### src/rtl/uart_rx_osr_if.sv
// Host-side signals of the oversampling UART receiver: serial line in, byte/status out.
// Combinational bundle only; no latency.
// No backpressure: READ is a one-cycle consume strobe, overruns are flagged instead.
interface uart_rx_osr_if;
    logic       RXD;
    logic       READ;
    logic [7:0] Rx_Data;
    logic       NINTI;
    logic       FERR;
    logic       OVR;

    modport master (
        output RXD,
        output READ,
        input  Rx_Data,
        input  NINTI,
        input  FERR,
        input  OVR
    );

    modport slave (
        input  RXD,
        input  READ,
        output Rx_Data,
        output NINTI,
        output FERR,
        output OVR
    );
endinterface

### src/rtl/uart_rx_osr.sv
// Oversampling 8-bit UART receiver (optional even parity) with a one-byte holding register.
// Latency: byte and NINTI appear one cycle after the stop-bit centre sample (plus 2-flop sync).
// No backpressure: a new good frame overwrites an unread byte and sets the sticky OVR flag.
module uart_rx_osr #(
    parameter int OSR       = 16,
    parameter bit PARITY_EN = 1'b0
) (
    input  logic          Clock,
    input  logic          Reset,
    uart_rx_osr_if.slave  bus
);
    localparam int CW = $clog2(OSR);
    localparam logic [CW-1:0] HALF_M1 = CW'(OSR / 2 - 1);
    localparam logic [CW-1:0] FULL_M1 = CW'(OSR - 1);

    localparam logic [2:0] IDLE   = 3'd0;
    localparam logic [2:0] START  = 3'd1;
    localparam logic [2:0] DATA   = 3'd2;
    localparam logic [2:0] PARITY = 3'd3;
    localparam logic [2:0] STOP   = 3'd4;
    localparam logic [2:0] WAITHI = 3'd5;

    logic [1:0]    sync;
    logic          rxs;
    logic [2:0]    state;
    logic [CW-1:0] cnt;
    logic [2:0]    idx;
    logic [7:0]    shreg;
    logic          bad;
    logic          stop_done;
    logic          good_load;
    logic          bad_frame;
    logic [7:0]    rx_data;
    logic          ninti;
    logic          ferr;
    logic          ovr;

    assign rxs = sync[1];

    // Synchronizer resets to the idle level so a reset never fakes a start edge.
    always_ff @(posedge Clock or posedge Reset) begin
        if (Reset) begin
            sync <= 2'b11;
        end else begin
            sync <= {sync[0], bus.RXD};
        end
    end

    always_ff @(posedge Clock or posedge Reset) begin
        if (Reset) begin
            state <= IDLE;
            cnt   <= '0;
            idx   <= 3'd0;
            shreg <= 8'h00;
            bad   <= 1'b0;
        end else begin
            case (state)
                IDLE: begin
                    cnt <= '0;
                    if (!rxs) begin
                        state <= START;
                    end
                end
                START: begin
                    if (cnt == HALF_M1) begin
                        cnt <= '0;
                        if (rxs) begin
                            state <= IDLE;
                        end else begin
                            state <= DATA;
                            idx   <= 3'd0;
                            bad   <= 1'b0;
                        end
                    end else begin
                        cnt <= cnt + 1'b1;
                    end
                end
                DATA: begin
                    if (cnt == FULL_M1) begin
                        cnt        <= '0;
                        shreg[idx] <= rxs;
                        idx        <= idx + 3'd1;
                        if (idx == 3'd7) begin
                            state <= PARITY_EN ? PARITY : STOP;
                        end
                    end else begin
                        cnt <= cnt + 1'b1;
                    end
                end
                PARITY: begin
                    if (cnt == FULL_M1) begin
                        cnt   <= '0;
                        state <= STOP;
                        if (rxs != (^shreg)) begin
                            bad <= 1'b1;
                        end
                    end else begin
                        cnt <= cnt + 1'b1;
                    end
                end
                STOP: begin
                    if (cnt == FULL_M1) begin
                        cnt   <= '0;
                        state <= (bad || !rxs) ? WAITHI : IDLE;
                    end else begin
                        cnt <= cnt + 1'b1;
                    end
                end
                WAITHI: begin
                    cnt <= '0;
                    if (rxs) begin
                        state <= IDLE;
                    end
                end
                default: begin
                    state <= IDLE;
                    cnt   <= '0;
                end
            endcase
        end
    end

    assign stop_done = (state == STOP) && (cnt == FULL_M1);
    assign good_load = stop_done && rxs && !bad;
    assign bad_frame = stop_done && !(rxs && !bad);

    // A load beats a same-cycle READ for NINTI, but READ still suppresses OVR.
    always_ff @(posedge Clock or posedge Reset) begin
        if (Reset) begin
            rx_data <= 8'h00;
            ninti   <= 1'b1;
            ferr    <= 1'b0;
            ovr     <= 1'b0;
        end else begin
            if (good_load) begin
                rx_data <= shreg;
                ninti   <= 1'b0;
            end else if (bus.READ) begin
                ninti <= 1'b1;
            end

            if (bus.READ) begin
                ovr <= 1'b0;
            end else if (good_load && !ninti) begin
                ovr <= 1'b1;
            end

            if (bad_frame) begin
                ferr <= 1'b1;
            end else if (bus.READ) begin
                ferr <= 1'b0;
            end
        end
    end

    assign bus.Rx_Data = rx_data;
    assign bus.NINTI   = ninti;
    assign bus.FERR    = ferr;
    assign bus.OVR     = ovr;
endmodule

### src/flat_wrapper.sv
// flat-port wrapper written by rule: the top's interface ports become plain ports
module uart_rx_osr_flat 
#(
    parameter int OSR       = 16,
    parameter bit PARITY_EN = 1'b0
)
  (Clock, Reset, bus_RXD, bus_READ, bus_Rx_Data, bus_NINTI, bus_FERR, bus_OVR);
  uart_rx_osr_if bus_i ();
  input  logic Clock;
  input  logic Reset;
  input wire logic [$bits(bus_i.RXD)-1:0] bus_RXD;
  input wire logic [$bits(bus_i.READ)-1:0] bus_READ;
  output wire logic [$bits(bus_i.Rx_Data)-1:0] bus_Rx_Data;
  output wire logic [$bits(bus_i.NINTI)-1:0] bus_NINTI;
  output wire logic [$bits(bus_i.FERR)-1:0] bus_FERR;
  output wire logic [$bits(bus_i.OVR)-1:0] bus_OVR;
  assign bus_i.RXD = bus_RXD;
  assign bus_i.READ = bus_READ;
  assign bus_Rx_Data = bus_i.Rx_Data;
  assign bus_NINTI = bus_i.NINTI;
  assign bus_FERR = bus_i.FERR;
  assign bus_OVR = bus_i.OVR;
  uart_rx_osr #(.OSR(OSR), .PARITY_EN(PARITY_EN)) u_core (.Clock(Clock), .Reset(Reset), .bus(bus_i));
endmodule
### config.mk
export PLATFORM = sky130hd
export DESIGN_NAME = uart_rx_osr_flat
export DESIGN_NICKNAME = d
export VERILOG_FILES = /design/src/rtl/uart_rx_osr_if.sv /design/src/rtl/uart_rx_osr.sv /design/src/flat_wrapper.sv
export SDC_FILE = /design/constraint.sdc
export NUM_CORES = 1
export LEC_CHECK = 0
export CORE_ASPECT_RATIO = 1.5
export CORE_MARGIN = 4
export CORE_UTILIZATION = 26
export CTS_BUF_LIST = sky130_fd_sc_hd__clkbuf_16
export DETAILED_ROUTE_END_ITERATION = 10
export HOLD_SLACK_MARGIN = 0.05
export PLACE_DENSITY_LB_ADDON = 0.08
export SLEW_MARGIN = 20
export SYNTH_ARGS = -nofsm -noshare
export SYNTH_HDL_FRONTEND = slang
export SYNTH_SLANG_ARGS = --single-unit
### constraint.sdc
create_clock -name Clock -period 2.25 [get_ports Clock]
set_clock_uncertainty 0.2 [all_clocks]
set_input_delay 0.225 -clock Clock [delete_from_list [all_inputs] [get_ports Clock]]
set_output_delay 0.225 -clock Clock [all_outputs]
set_load 0.05 [all_outputs]
Word level (Yosys, flattened, before mapping)

Index checks and enable logic that the tools add are counted.

$add $sub $neg: 2
Reductions and logical operators: 24
Muxes and demuxes: 31
Order comparisons: 2
Equality and inequality tests: 18

Operators with widths:

| cell                                                                    | count |
|---|---|
| 3-bit two-way mux                                                       | 11 |
| 3-bit case mux with 6 select lines                                      | 1 |
| 2-bit by 1-bit inequality test with 1-bit output, second input constant | 7 |
| 1-bit two-way mux                                                       | 11 |
| 2-bit nonzero test                                                      | 5 |
| 3-bit == test, second input constant                                    | 3 |
| 8-bit bitwise mux                                                       | 1 |
| 4-bit two-way mux                                                       | 2 |
| 4-bit case mux with 2 select lines                                      | 1 |
| 8-bit XOR reduction                                                     | 1 |
| 1-bit logical AND                                                       | 7 |
| 7-bit AND reduction                                                     | 1 |
| 3-bit by 2-bit == test with 1-bit output, second input constant         | 2 |
| 3-bit case mux with 2 select lines                                      | 1 |
| 5-bit AND reduction                                                     | 1 |
| 4-bit by 1-bit adder with 4-bit output, second input constant           | 1 |
| 4-bit by 3-bit == test with 1-bit output, second input constant         | 1 |
| 4-bit == test, second input constant                                    | 1 |
| 1-bit zero test                                                         | 4 |
| 3-bit by 4-bit < comparator with 1-bit output, second input constant    | 1 |
| 2-bit inequality test, second input constant                            | 2 |
| 4-bit AND reduction                                                     | 1 |
| 3-bit by 1-bit adder with 3-bit output, second input constant           | 1 |
| 1-bit demux with 3-bit select                                           | 1 |
| other kinds (9)                                                         | 9 |

Bits of input ports: 4
Register bits: 32
Output and inout port bits: 11
Word-level logic and storage cells: 87

Longest topological paths before layout

Word-level depth: 7
Depth in mapped cells: 6
Mapped depth without buffers: 6

Worst setup path after synthesis

No wires, ideal clock.

Kind: register -> register
Start point: register u_core.cnt[0]
End point: register u_core.shreg[6]
Stages on the path, launching flop included: 7
Data required time: 1923 ps
Clock period less this slack: 2064 ps
Path slack: 186 ps
Arrival time: 1737 ps
Library setup time: 127 ps
Buffers on the path: 0
Path through: dfrtp_1 ha_1 nand3_2 or4b_4 nor2_4 nand3_1 mux2_1

Word-level cells in the longest chain between the ends: 2

RTL lines:

| what                           | line              | text |
|---|---|---|
| start: declaration             | uart_rx_osr.sv:26 | `logic [CW-1:0] cnt;` |
| start signal: assignment       | uart_rx_osr.sv:75 | `cnt <= cnt + 1'b1;` |
| start signal: assignment       | uart_rx_osr.sv:87 | `cnt <= cnt + 1'b1;` |
| start signal: assignment       | uart_rx_osr.sv:98 | `cnt <= cnt + 1'b1;` |
| 4-bit == test                  | uart_rx_osr.sv:79 | `if (cnt == FULL_M1) begin` |
| 2-bit AND reduction (no line)  | -                 |  |
| end signal: indexed assignment | uart_rx_osr.sv:81 | `shreg[idx] <= rxs;` |
| end: declaration               | uart_rx_osr.sv:28 | `logic [7:0] shreg;` |

Every way passes these cells.
A chain may end at the register's enable or synchronous reset.

Final worst setup path

Start point: register u_core.state[0]
End point: register u_core.idx[0]

Word-level cells in the longest chain between the ends: 3
Elaborated cells between the ends (all ways): 8
Classes of those cells: eq/ne: 5; mux: 1; reduce/logical: 2

RTL lines:

| what                                                                                                 | line               | text |
|---|---|---|
| start: declaration                                                                                   | uart_rx_osr.sv:25  | `logic [2:0] state;` |
| start signal: assignment                                                                             | uart_rx_osr.sv:84  | `state <= PARITY_EN ? PARITY : STOP;` |
| start signal: assignment                                                                             | uart_rx_osr.sv:104 | `state <= (bad \|\| !rxs) ? WAITHI : IDLE;` |
| 3-bit by 2-bit == test with 1-bit output or 3-bit by 1-bit == test with 1-bit output (tied branches) | uart_rx_osr.sv:57  | `case (state)` |
| 2-bit by 1-bit inequality test with 1-bit output (no line) (tied with other cells)                   | -                  |  |
| 4-bit AND reduction (no line)                                                                        | -                  |  |
| end signal: assignment                                                                               | uart_rx_osr.sv:82  | `idx <= idx + 3'd1;` |
| end: declaration                                                                                     | uart_rx_osr.sv:27  | `logic [2:0] idx;` |

Parallel ways exist; a longest one is shown, timed or not.

==> summary.txt <==
Status: finished clean
H-Tree Depth: 2
Worst R2R Setup Slack: 0.12 ns
Net count after synthesis: 136
Post-CTS Setup Bufs: 0
Drt first-iter violations: 53
Cts hold-fix bufs: 0
Static Leakage: 0.865 nW
RR Endpoint: u_core.idx[0]
Final Critical Period: 2.13 ns
Finished Core Util: 35.1%
Final RePlAce weighted congestion: 0.781
Critical Path RT: 2.20 ns
Drt pass-1 iters: 4
Clock sinks: 32
Pwr dens: 726 nW/um^2
Cell area after synthesis: 1500 um^2
Avg WL per Cell: 14.1 um
CP Capture Type: flop
DRC: 0
Maximum clock frequency: 0.469 GHz
Top FF cell, synth: dfrtp_1
Max transition margin: 65.5%
Die area: 7080 um^2
# Max-Cap Violations: 0
Fill cells: 579
CTS tree: yes
Via count of the first global-routing pass: 1153
Crit path launch type: flop
PortBufs: 14
Crit Path Class: reg2reg
Hpwl dp: 2350 um
Antenna violations before repair: 0
Power, Total: 1.41 mW
Total track usage: 10.4%
CTS root buf: clkbuf_16
Tcrit/Tclk final: 94.8%
Final wirelength: 3190 um
CTS max path bufs: 2
Routed vias/inst: 4.64
Ports: 15
Max FO, Critical Path: 12
Post-synth EDFFs: 0
Largest net degree at the start of global routing: 33
Clk_lat worst skew: 0.27 ns
Worst r2r src: u_core.state[0]
Synthesized instance count: 129
Routed vias: 1048
Flops & latches, synth: 32
Die width: 70.1 um
Worst path arrival time: 2.08 ns
Reg2reg path depth: 4
Die H: 101 um
Slew Limit Fails: 0
YS warnings: 0
Type of the most critical hold path: in2async
Gr ovfl total: 0
Yosys cell types: 33
Post-synthesis sequential area ratio: 53.5%
Diode count: 0
First-pass GRT wire length: 5600 um
Row Count: 33
# nets final: 163
Layout cells sized above 1: 25.6%
Final Hold Vio Count: 0
# setup viols final: 0
Worst Max-Slew Pin Slew: 0.516 ns
Avg Cell Area, Syn: 11.6 um^2
Layout area overhead: 29.4%
Reg clk slew, reported paths: 0.05 ns
Peak supply drop: 0.379 mV
Post-DRT Antenna Nets: 0
CTS buffer count: 5
Initial core utilization: 27.2%
Async SR Flop Fraction: 100%
Core Region: 5530 um^2
[synth_stat cells (2+ instances only)]
cell	n	area share [%]
dfrtp_1	29	48
mux2_2	15	11
nor2_1	12	3.0
nand2_1	11	2.7
xnor2_1	8	4.7
nand3_1	7	2.3
o21ai_0	5	1.7
clkbuf_1	3	0.75
dfstp_2	3	5.2
ha_1	3	2.5
inv_1	3	0.75
nand3b_1	3	1.5
nor3b_1	3	1.5
xor2_1	3	1.7
mux2_1	2	1.5
nand4_1	2	0.83
[sequential cells by signal, indices dropped and copies added, names as in the netlist]
signal              cells
u_core.sync             2
u_core.state            3
u_core.idx              3
u_core.cnt              4
u_core.bus.Rx_Data      8
u_core.shreg            8
u_core.bad              1
u_core.bus.NINTI        1
u_core.bus.FERR         1
u_core.bus.OVR          1
[logic make-up after synthesis]
logic type	Yosys count	share of synthesized area, %
flip-flops	32	53.5
adder cells (fa/ha/maj)	3	2.50
buffers and inverters	7	1.75
AO/OA/AOI/OAI	12	5.58
AND/OR/NAND/NOR	47	17.5
XOR/XNOR	11	6.41
multiplexers	17	12.7
[worst max-delay path: stages (launching register included)]
cell     delay [ns]
dfrtp_1        0.58
or3b_2         0.48
or4_1          0.53
nand3_1        0.13
o21ai_0        0.09
[layout by cell type, fill, tap and decap left out, drive strengths merged, types with 5 or more instances in the layout]
cell type	n
clkdlybuf4s50	14
mux2	17
dfrtp	29
nand3	8
clkbuf	5
buf	10
nand2	11
o21ai	5
nor2	13
xnor2	8
[routing by layer]
metal	share of wire, %	vias to the layer above	track usage (%)
met1	41	518	11.1
met3	2.7	5	2.50
met5	0	-	0
met2	55	19	19.0
met4	2.1	0	5.31
li1	-	506	-
[power breakdown]
part	leakage, nW	internal, mW	switching (mW)	total (mW)
clock network	0.0648	0.394	0.216	0.610
registers	0.434	0.606	0.0537	0.660
logic	0.366	0.0696	0.0730	0.143
[final cells by class]
class	instances	area (um^2)	share of cell area, %
Tap cell	70	87.6	4.50
Clock buffer	5	125	6.44
Inverter	3	11.3	0.579
Clock inverter	2	7.51	0.386
Timing Repair Buffer	24	215	11.1
Sequential cell	32	805	41.4
Multi-Input combinational cell	90	693	35.7
[worst max-delay path by stage]
stage	start	endpoint	slack [ns]
after floorplan	u_core.cnt[0]	u_core.shreg[6]	0.19
after global placement	u_core.cnt[0]	u_core.shreg[6]	0.14
after detailed placement	u_core.cnt[0]	u_core.shreg[2]	0.1
after CTS	u_core.cnt[0]	u_core.shreg[2]	0.09
after global routing	u_core.cnt[0]	u_core.shreg[2]	-0.007
final	u_core.state[0]	u_core.idx[0]	0.12
[timing repair]
item                                    4_1_cts  5_1_grt
gates resized for setup                       0        3
endpoints found under the setup margin        0        4
hold endpoints to repair                      0        0
[through the flow]
step	TNS (ns)	worst slack [ns]	hold slack (ns)	std cells	cell area, um^2
6_report	0	0.116	0.151	226	1940
5_1_grt	-0.00714	-0.00714	0.158	226	1940
4_1_cts	0	0.0920	0.154	226	1920
3_5_place_dp	0	0.0983	0.147	219	1790
3_3_place_gp	0	0.136	0.148	219	1790
2_1_floorplan	0	0.186	0.0295	129	1500
No activity file was read; power rests on OpenSTA's default activity.
